File: src/rtl/acc_pkg.sv
`default_nettype none
// ============================================================================
// Module   : acc_pkg
// Purpose  : Shared definitions for the accumulation scheduler: default
//            field widths and the scheduler state encoding.
// Revision : 1.0 - initial release
// ============================================================================
package acc_pkg;

    localparam int unsigned ACC_LEN_WIDTH_DEF  = 16;
    localparam int unsigned ACC_FCNT_WIDTH_DEF = 32;

    typedef enum logic [1:0] {
        ST_IDLE = 2'd0,
        ST_ARM  = 2'd1,
        ST_RUN  = 2'd2
    } acc_state_e;

endpackage : acc_pkg
`default_nettype wire

File: src/rtl/rst_sync.sv
`default_nettype none
// ============================================================================
// Module   : rst_sync
// Purpose  : Reset synchroniser. Assertion propagates asynchronously,
//            release is retimed through two flops onto clk.
// Ports    : clk     - clock
//            rst_n_i - raw asynchronous active-low reset
//            rst_n_o - active-low reset, synchronous release
// Revision : 1.0 - initial release
// ============================================================================
module rst_sync (
    input  logic clk,
    input  logic rst_n_i,
    output logic rst_n_o
);

    logic [1:0] sync_q;

    always_ff @(posedge clk or negedge rst_n_i) begin
        if (!rst_n_i) begin
            sync_q <= 2'b00;
        end else begin
            sync_q <= {sync_q[0], 1'b1};
        end
    end

    assign rst_n_o = sync_q[1];

endmodule : rst_sync
`default_nettype wire

File: src/rtl/acc_sched.sv
`default_nettype none
// ============================================================================
// Module   : acc_sched
// Purpose  : Integration scheduler for a downstream accumulator. Arms on
//            sync_in, opens an integration on the first valid sample, and
//            flags every integration boundary (acc_done_o) one cycle after
//            the sample strobe, marking partial integrations (discard_o).
// Ports    : clk, rst_n            - clock, async active-low reset
//            en                    - scheduler enable
//            sync_in               - arm / re-arm pulse
//            acc_len[LEN_WIDTH]    - samples per integration (0 acts as 1)
//            din_valid             - upstream sample strobe
//            valid_o               - din_valid delayed one cycle
//            acc_done_o            - first sample of a new integration
//            discard_o             - closing integration is partial
//            sample_idx[LEN_WIDTH] - index of the sample on valid_o
//            running               - scheduler is in RUN
//            frame_cnt[FCNT_WIDTH] - completed integrations (optional)
// Options  : ACC_SCHED_FCNT_EN - when defined, adds the frame_cnt output.
// Revision : 1.0 - initial release
// ============================================================================
module acc_sched
    import acc_pkg::*;
#(
    parameter int unsigned LEN_WIDTH  = ACC_LEN_WIDTH_DEF,
    parameter int unsigned FCNT_WIDTH = ACC_FCNT_WIDTH_DEF
) (
    input  logic                  clk,
    input  logic                  rst_n,
    input  logic                  en,
    input  logic                  sync_in,
    input  logic [LEN_WIDTH-1:0]  acc_len,
    input  logic                  din_valid,
    output logic                  valid_o,
    output logic                  acc_done_o,
    output logic                  discard_o,
    output logic [LEN_WIDTH-1:0]  sample_idx,
    output logic                  running
`ifdef ACC_SCHED_FCNT_EN
    ,
    output logic [FCNT_WIDTH-1:0] frame_cnt
`endif
);

    localparam logic [LEN_WIDTH-1:0] LEN_ONE = LEN_WIDTH'(1);

    if (LEN_WIDTH < 1 || FCNT_WIDTH < 1) begin : g_param_check
        $error("acc_sched: LEN_WIDTH and FCNT_WIDTH must be at least 1");
    end

    logic rst_sync_n;

    rst_sync u_rst_sync (
        .clk     (clk),
        .rst_n_i (rst_n),
        .rst_n_o (rst_sync_n)
    );

    acc_state_e           state_q, state_d;
    logic [LEN_WIDTH-1:0] cnt_q, cnt_d;
    logic [LEN_WIDTH-1:0] len_q, len_d;
    logic [LEN_WIDTH-1:0] idx_q, idx_d;
    logic                 valid_q;
    logic                 done_q, done_d;
    logic                 disc_q, disc_d;
    logic [LEN_WIDTH-1:0] len_eff;
    logic                 wrap;

    // A zero length would never reach its wrap point; treat it as one.
    assign len_eff = (acc_len == '0) ? LEN_ONE : acc_len;
    // cnt_q holds the index the next valid sample will carry.
    assign wrap    = (cnt_q == (len_q - LEN_ONE));

    always_comb begin
        state_d = state_q;
        cnt_d   = cnt_q;
        len_d   = len_q;
        idx_d   = '0;
        done_d  = 1'b0;
        disc_d  = 1'b0;

        if (!en) begin
            state_d = ST_IDLE;
            cnt_d   = '0;
        end else begin
            if (din_valid) begin
                idx_d = cnt_q;
            end
            case (state_q)
                ST_IDLE: begin
                    if (sync_in) begin
                        state_d = ST_ARM;
                        len_d   = len_eff;
                    end
                end
                default: begin
                    // Re-arm wins over any boundary on the same sample, so the
                    // next valid sample reopens the integration as partial.
                    if (sync_in) begin
                        state_d = ST_ARM;
                        cnt_d   = '0;
                        len_d   = len_eff;
                    end else if (din_valid) begin
                        done_d  = (state_q == ST_ARM) || (cnt_q == '0);
                        disc_d  = (state_q == ST_ARM);
                        state_d = ST_RUN;
                        if (wrap) begin
                            cnt_d = '0;
                            len_d = len_eff;
                        end else begin
                            cnt_d = cnt_q + LEN_ONE;
                        end
                    end
                end
            endcase
        end
    end

    always_ff @(posedge clk or negedge rst_sync_n) begin
        if (!rst_sync_n) begin
            state_q <= ST_IDLE;
            cnt_q   <= '0;
            len_q   <= LEN_ONE;
            idx_q   <= '0;
            valid_q <= 1'b0;
            done_q  <= 1'b0;
            disc_q  <= 1'b0;
        end else begin
            state_q <= state_d;
            cnt_q   <= cnt_d;
            len_q   <= len_d;
            idx_q   <= idx_d;
            valid_q <= din_valid;
            done_q  <= done_d;
            disc_q  <= disc_d;
        end
    end

    assign valid_o    = valid_q;
    assign acc_done_o = done_q;
    assign discard_o  = disc_q;
    assign sample_idx = idx_q;
    assign running    = (state_q == ST_RUN);

`ifdef ACC_SCHED_FCNT_EN
    logic [FCNT_WIDTH-1:0] fcnt_q, fcnt_d;

    // Counts only complete integrations; partial ones are skipped.
    always_comb begin
        fcnt_d = fcnt_q;
        if (state_d == ST_IDLE) begin
            fcnt_d = '0;
        end else if (done_d && !disc_d) begin
            fcnt_d = fcnt_q + FCNT_WIDTH'(1);
        end
    end

    always_ff @(posedge clk or negedge rst_sync_n) begin
        if (!rst_sync_n) begin
            fcnt_q <= '0;
        end else begin
            fcnt_q <= fcnt_d;
        end
    end

    assign frame_cnt = fcnt_q;
`endif

endmodule : acc_sched
`default_nettype wire

File: config.mk
export PLATFORM = sky130hd
export DESIGN_NAME = acc_sched
export DESIGN_NICKNAME = d
export VERILOG_FILES = /design/src/rtl/acc_pkg.sv /design/src/rtl/rst_sync.sv /design/src/rtl/acc_sched.sv
export SDC_FILE = /design/constraint.sdc
export NUM_CORES = 1
export LEC_CHECK = 0
export ABC_AREA = 0
export CAP_MARGIN = 10
export CORE_MARGIN = 2
export CORE_UTILIZATION = 54
export CTS_CLUSTER_DIAMETER = 120
export DETAILED_ROUTE_END_ITERATION = 10
export PLACE_DENSITY = 0.79
export SLEW_MARGIN = 5
export SYNTH_ARGS = -nofsm -noshare
export SYNTH_HDL_FRONTEND = slang
export SYNTH_SLANG_ARGS = --single-unit
File: constraint.sdc
create_clock -name clk -period 3.3 [get_ports clk]
set_clock_uncertainty 0.05 [all_clocks]
set_input_delay 0.825 -clock clk [delete_from_list [all_inputs] [get_ports clk]]
set_output_delay 0.825 -clock clk [all_outputs]
set_load 0.01 [all_outputs]
==> metrics, run 1 <==
run status=finished, final reports clean; largest net degree at the start of global routing=54; # setup viols final=0; vias per cell=6.10; H-Tree Level Count=2; die area=0.00620 mm2; DP Worst Slack=0.161 ns; Avg Inst Size Synth=9.93 um2; post-route ant nets=0; average wire per standard cell=17.1 um; HP Class=flop to asynchronous set/reset pin; sequential share of the synthesized area=45.6%; worst slew pin tran=0.592 ns; Net Sw Frac=28.0%; DP HPWL=5.08 mm; max-capacitance violation count=0; Pint=1.00 mW; CP peak stage delay=0.65 ns; Comb pwr share=16.9%; RD Place Congestion=0.918; number of global-route vias before repair=2266; final period demand of the worst path=3.16 ns; headroom to the max-slew limit=60.5%; grt met1 use=35.4%; Max Clk Rate=0.317 GHz; synthesized flop and latch total=55; Ys Warns=0; WHS=0.182 ns; Cells after Synth=304; crit start category=flop; CTS tree=yes; Final Hold Viols=0; Detailed Route Iter0 Violations=203; first-pass GRT wire length=11.7 mm; Root Driver=clkbuf_8; Slew Viols, Final=0; pwr/cell area=386 mW/mm2; hold_buf cts=0; Total Nets Final=363; share of cells above drive strength 1=14.7%; Final WS setup=0.144 ns; Routed WL=7.06 mm; initial antenna violation count=0; initial core utilization=55.5%; Slowest cell on crit path=or4_1; Remaining DRCs=0; Port Buffer Count=40; Pre-Repair DR Iteration Count=4; Mapped Nets=328; Rows=27; Final Total Pwr=1.39 mW; clk sinks=55; largest cells by area after synthesis=dfrtp_1 45%, mux2_2 4.5%, xnor2_1 4.4%; Leak=1.44 nW; gr ovfl total=0; CTS buffer count=5; met3 usage=3.52%; CP dominant cell by count=nand4_1; TNS Setup=0 ns; WP data arrival=3.27 ns; Yosys cell types=58; Setup CP Type=flop to flop; most instantiated library cell after synthesis=dfrtp_1; RSZ-0062 raised after global routing=false; main flop type after synthesis=dfrtp_1; Via Count=2514; Seq pwr share=55.3%; area fraction of the dominant cell type after synthesis=44.8%; Synth area leader=dfrtp_1; setup bufs post-CTS=0; clock share of power=27.9%; Cell Area, Synth=0.00302 mm2; GRT busiest layer=met2; Core Footprint=0.00544 mm2; CP endpoint kind=flop; Die Y=78.8 um; CTS max path bufs=2; I/O Pins=41; number of synthesized flops with an enable pin=0; Clock Latency Late Sink=0.31 ns; Synth top cells by count=54 x dfrtp_1, 28 x nand2_1, 16 x nor2_1; Req. time, crit path=3.42 ns; async set or reset register ratio after synthesis=100%; Chip Width=78.8 um; Crit Path Max Fanout=11; met2 global-route usage=37.4%; Final Cycle Share=95.6%; CTS resizes=0; n_diodes=0; GRT Overall Usage=24.4%; Sw Pwr=0.391 mW; crit path cell chain=inv_1 > ha_2 > or3b_1 > xnor2_1 > nand4_1 > a32o_1 > or4_1 > buf_4 > nand4_1 > o311ai_0; Max IR drop VDD=288 uV; Worst-path clk slew=0.10 ns; Synth-to-Final Area Change=19.7%
[sequential cells by signal, summed over array words and instances (netlist names)]
signal	flops
len_q	16
sample_idx	16
cnt_q	16
u_rst_sync.sync_q	2
acc_done_o	1
valid_o	1
discard_o	1
state_q	2
[cells in the final DEF, fill, tap and decap left out, drive strengths merged, types with 3 or more instances in the layout]
master         instances
a211oi                 3
a21oi                  5
a31oi                  3
and3                  15
buf                   12
clkbuf                 6
clkdlybuf4s50         40
dfrtp                 54
ha                     3
inv                    8
mux2                  15
nand2                 29
nand3                  9
nand4                 14
nor2                  18
nor2b                  7
nor3                   7
nor4                  11
o211ai                 5
o21ai                  5
o311ai                10
or2                    5
or4                    3
xnor2                 15
xor2                   6
[through the flow]
stage	instance area (um2)	util (%)	std cells
final	3610	66.4	412
after global routing	3610	66.4	412
after CTS	3580	65.8	411
after detailed placement	3480	64.0	403
after global placement	3480	64.0	403
after floorplan	3020	-	304
[final timing paths]
check / from / to / slack [ns] / depth (start not counted)
worst max register to register: len_q[1]$_DFFE_PN0P_ / cnt_q[6]$_DFFE_PN0P_ / 0.14 / 10
min in group clk: u_rst_sync.sync_q[0]$_DFF_PN0_ / u_rst_sync.sync_q[1]$_DFF_PN0_ / 0.31 / 0
worst max-delay path: len_q[1]$_DFFE_PN0P_ / cnt_q[6]$_DFFE_PN0P_ / 0.14 / 10
max in group asynchronous: rst_n / u_rst_sync.sync_q[1]$_DFF_PN0_ / 2.46 / 1
worst min-delay path: u_rst_sync.sync_q[1]$_DFF_PN0_ / cnt_q[9]$_DFFE_PN0P_ / 0.18 / 0
worst min register to register: u_rst_sync.sync_q[1]$_DFF_PN0_ / cnt_q[9]$_DFFE_PN0P_ / 0.18 / 0
[power by group through the flow]
stage	Clock [mW]	Combinational, mW	Sequential (mW)
after global routing	0.434	0.257	0.778
after global placement	0	0.214	0.787
after CTS	0.399	0.220	0.776
final	0.388	0.235	0.771
after floorplan	0	0.169	0.758
after detailed placement	0	0.218	0.789
[critical path: cells and delay by family (launching register included)]
kind                       cells  cell delay [ns]
AOI/OAI and AO/OA              2             0.44
buffers and inverters          2             0.33
and+or+nand+nor                4             1.31
DFF                            1             0.44
xor gates and xnor gates       1             0.19
adders and majority gates      1             0.25
[cell type report]
class | count | area (um2)
Inverter | 8 | 30.0
Clock buffer | 6 | 82.6
Sequential cell | 55 | 1380
Clock inverter | 2 | 16.3
Timing Repair Buffer | 52 | 515
Fill cell | 446 | 1830
Multi-Input combinational cell | 217 | 1500
Tap cell | 72 | 90.1
[layer usage]
metal / part of all wire [%] / wire [um]
met1: 44 / 3110
met2: 49 / 3460
met3: 5.4 / 379
met4: 1.5 / 108
met5: 0 / 0
[logic make-up after synthesis]
logic type | count (synthesis) | synth area share (%)
and+or+nand+nor | 129 | 23.9
AOI/OAI and AO/OA | 46 | 11.6
adders and majority gates | 3 | 1.24
other | 1 | 0.124
xor gates and xnor gates | 21 | 6.09
DFF | 55 | 45.6
muxes | 17 | 6.26
buffers and inverters | 32 | 5.14
No activity file was read; power rests on OpenSTA's default activity.
==> inputs of run 2 (changes only) <==
Settings changed: CORE_UTILIZATION 54 to 59, PLACE_DENSITY 0.79 to 0.85.
==> run 2 against run 1 <==
Register-to-register slack better by 0.07 ns. Sequential cell count stayed put. Via count is 0.68% higher. Global-route usage is 2.0 points higher. Highest routed layer unchanged.
==> metrics, run 2 (synthesized netlist as in run 1, its figures left out) <==
die area=0.00570 mm2 (-8.0%); hold_buf cts=0 (unchanged); RD Place Congestion=0.911 (-0.84%); max-capacitance violation count=0 (unchanged); Max Clk Rate=0.324 GHz (+2.3%); Comb pwr share=15.5% (-1.4 points); largest net degree at the start of global routing=54 (unchanged); run status=finished, final reports clean; Net Sw Frac=27.6% (-0.45 points); Req. time, crit path=3.43 ns (about the same); Synth-to-Final Area Change=19.8% (about the same); Total Nets Final=360 (-0.83%); number of global-route vias before repair=2316 (+2.2%); most frequent cells in the layout=53 x dfrtp_1, 40 x clkdlybuf4s50_1, 28 x nand2_1; Final Cycle Share=93.5% (-2.1 points); Pre-Repair DR Iteration Count=4 (unchanged); H-Tree Level Count=2 (unchanged); Core Footprint=0.00501 mm2 (-7.9%); WP data arrival=3.22 ns (-0.05 ns); initial antenna violation count=0 (unchanged); Crit Path Max Fanout=11 (unchanged); CTS tree=yes; RSZ-0062 raised after global routing=false; GRT Overall Usage=26.4% (+2.0 points); Slowest cell on crit path=or4_4; HP Class=flop to asynchronous set/reset pin; Rows=26 (-3.7%); DP HPWL=4.92 mm (-3.2%); Leak=1.45 nW (+0.39%); TNS Setup=0 ns (unchanged); gr ovfl total=0 (unchanged); Slew Viols, Final=0 (unchanged); crit start category=flop; vias per cell=6.22 (+1.9%); Placed Instances=398 (-1.2%); share of cells above drive strength 1=13.6% (-1.1 points); clock share of power=32.1% (+4.2 points); Chip Width=75.5 um (-4.1%); first-pass GRT wire length=11.3 mm (-3.1%); Via Count=2531 (+0.68%); I/O Pins=41 (unchanged); CTS max path bufs=2 (unchanged); Max IR drop VDD=248 uV (-14%); Setup CP Type=flop to flop; Final Hold Viols=0 (unchanged); CP dominant cell by count=nand4_1; Worst-path clk slew=0.11 ns (about the same); # setup viols final=0 (unchanged); CTS buffer count=5 (unchanged); Seq pwr share=52.4% (-2.9 points); most common cell after layout, fill and taps aside=dfrtp_1; Root Driver=clkbuf_8; Pint=1.06 mW (+6.1%); worst slew pin tran=0.659 ns (+0.0667 ns); Clock Latency Late Sink=0.32 ns (about the same); CP endpoint kind=flop; pwr/cell area=407 mW/mm2 (+5.4%); Detailed Route Iter0 Violations=218 (+7.4%); Routed WL=6.87 mm (-2.7%); final period demand of the worst path=3.09 ns (-0.0700 ns); Die Y=75.5 um (-4.1%); average wire per standard cell=16.9 um (-1.5%); crit path cell chain=inv_1 > ha_1 > or3b_1 > xnor2_1 > nand4_1 > a32o_1 > or4_4 > buf_4 > nand4_1 > o311ai_0; CP peak stage delay=0.60 ns (-0.05 ns); post-route ant nets=0 (unchanged); Remaining DRCs=0 (unchanged); initial core utilization=60.2% (+4.8 points); Port Buffer Count=40 (unchanged); headroom to the max-slew limit=56.1% (-4.4 points); clk sinks=55 (unchanged); post-route insts no fill=407 (-1.2%); n_diodes=0 (unchanged); Sw Pwr=0.406 mW (+3.7%)
[run 2: worst max-delay path, delay by kind of cell, from the launching register on]
kind,cells,cell delay [ns]
buffers and inverters,2,0.29
flip-flops,1,0.45
AO/OA/AOI/OAI,2,0.43
XOR/XNOR,1,0.20
AND/OR/NAND/NOR,4,1.27
adder cells (fa/ha/maj),1,0.27
[run 2: layer usage]
metal  routed length (um)  vias to the layer above  GRT usage, %  part of all wire [%]
met5                    0                        -             0                     0
met2                 3310                      103          40.6                    48
met1                 2990                     1236          37.6                    43
met4                  148                        0          8.97                   2.2
met3                  424                       14          5.42                   6.2
li1                     -                     1178             -                     -
[run 2: power groups by stage]
stage | Clock (mW) | Combinational, mW | Sequential [mW]
floorplan | 0 | 0.169 | 0.758
global placement | 0 | 0.214 | 0.786
detailed placement | 0 | 0.214 | 0.788
CTS | 0.485 | 0.216 | 0.774
global route | 0.501 | 0.251 | 0.780
finish | 0.472 | 0.228 | 0.770
[run 2: area by class of cell]
cell class              instances  area [um2]
clock inverters                 3        50.0
multi-input cells             217        1500
flip-flops and latches         55        1380
well taps                      70        87.6
inverters                       8        30.0
repair buffers                 49         500
clock buffers                   5        68.8
fillers                       407        1390
[run 2: repair_timing]
action,CTS,global route
setup endpoints to repair,0,10
resized for setup,0,3
buffers inserted,0,0
[run 2: worst paths after layout]
kind / endpoint / slack (ns) / startpoint / depth (start not counted)
worst max-delay path: cnt_q[6]$_DFFE_PN0P_ / 0.21 / len_q[1]$_DFFE_PN0P_ / 10
max in group asynchronous: len_q[0]$_DFFE_PN1P_ / 2.30 / u_rst_sync.sync_q[1]$_DFF_PN0_ / 1
worst max register to register: cnt_q[6]$_DFFE_PN0P_ / 0.21 / len_q[1]$_DFFE_PN0P_ / 10
worst min register to register: cnt_q[14]$_DFFE_PN0P_ / 0.26 / u_rst_sync.sync_q[1]$_DFF_PN0_ / 0
min in group clk: u_rst_sync.sync_q[1]$_DFF_PN0_ / 0.32 / u_rst_sync.sync_q[0]$_DFF_PN0_ / 0
worst min-delay path: cnt_q[14]$_DFFE_PN0P_ / 0.26 / u_rst_sync.sync_q[1]$_DFF_PN0_ / 0
[run 2: per-stage QoR]
stage	hold WS (ns)	setup slack, ns	util (%)	total power, mW	area (um2)
global route	0.321	0.0773	72.2	1.53	3620
floorplan	0.281	0.483	-	0.928	3020
global placement	0.287	0.200	69.0	1.00	3450
finish	0.260	0.214	72.2	1.47	3620
CTS	0.319	0.156	71.3	1.48	3570
detailed placement	0.289	0.175	69.0	1.00	3450
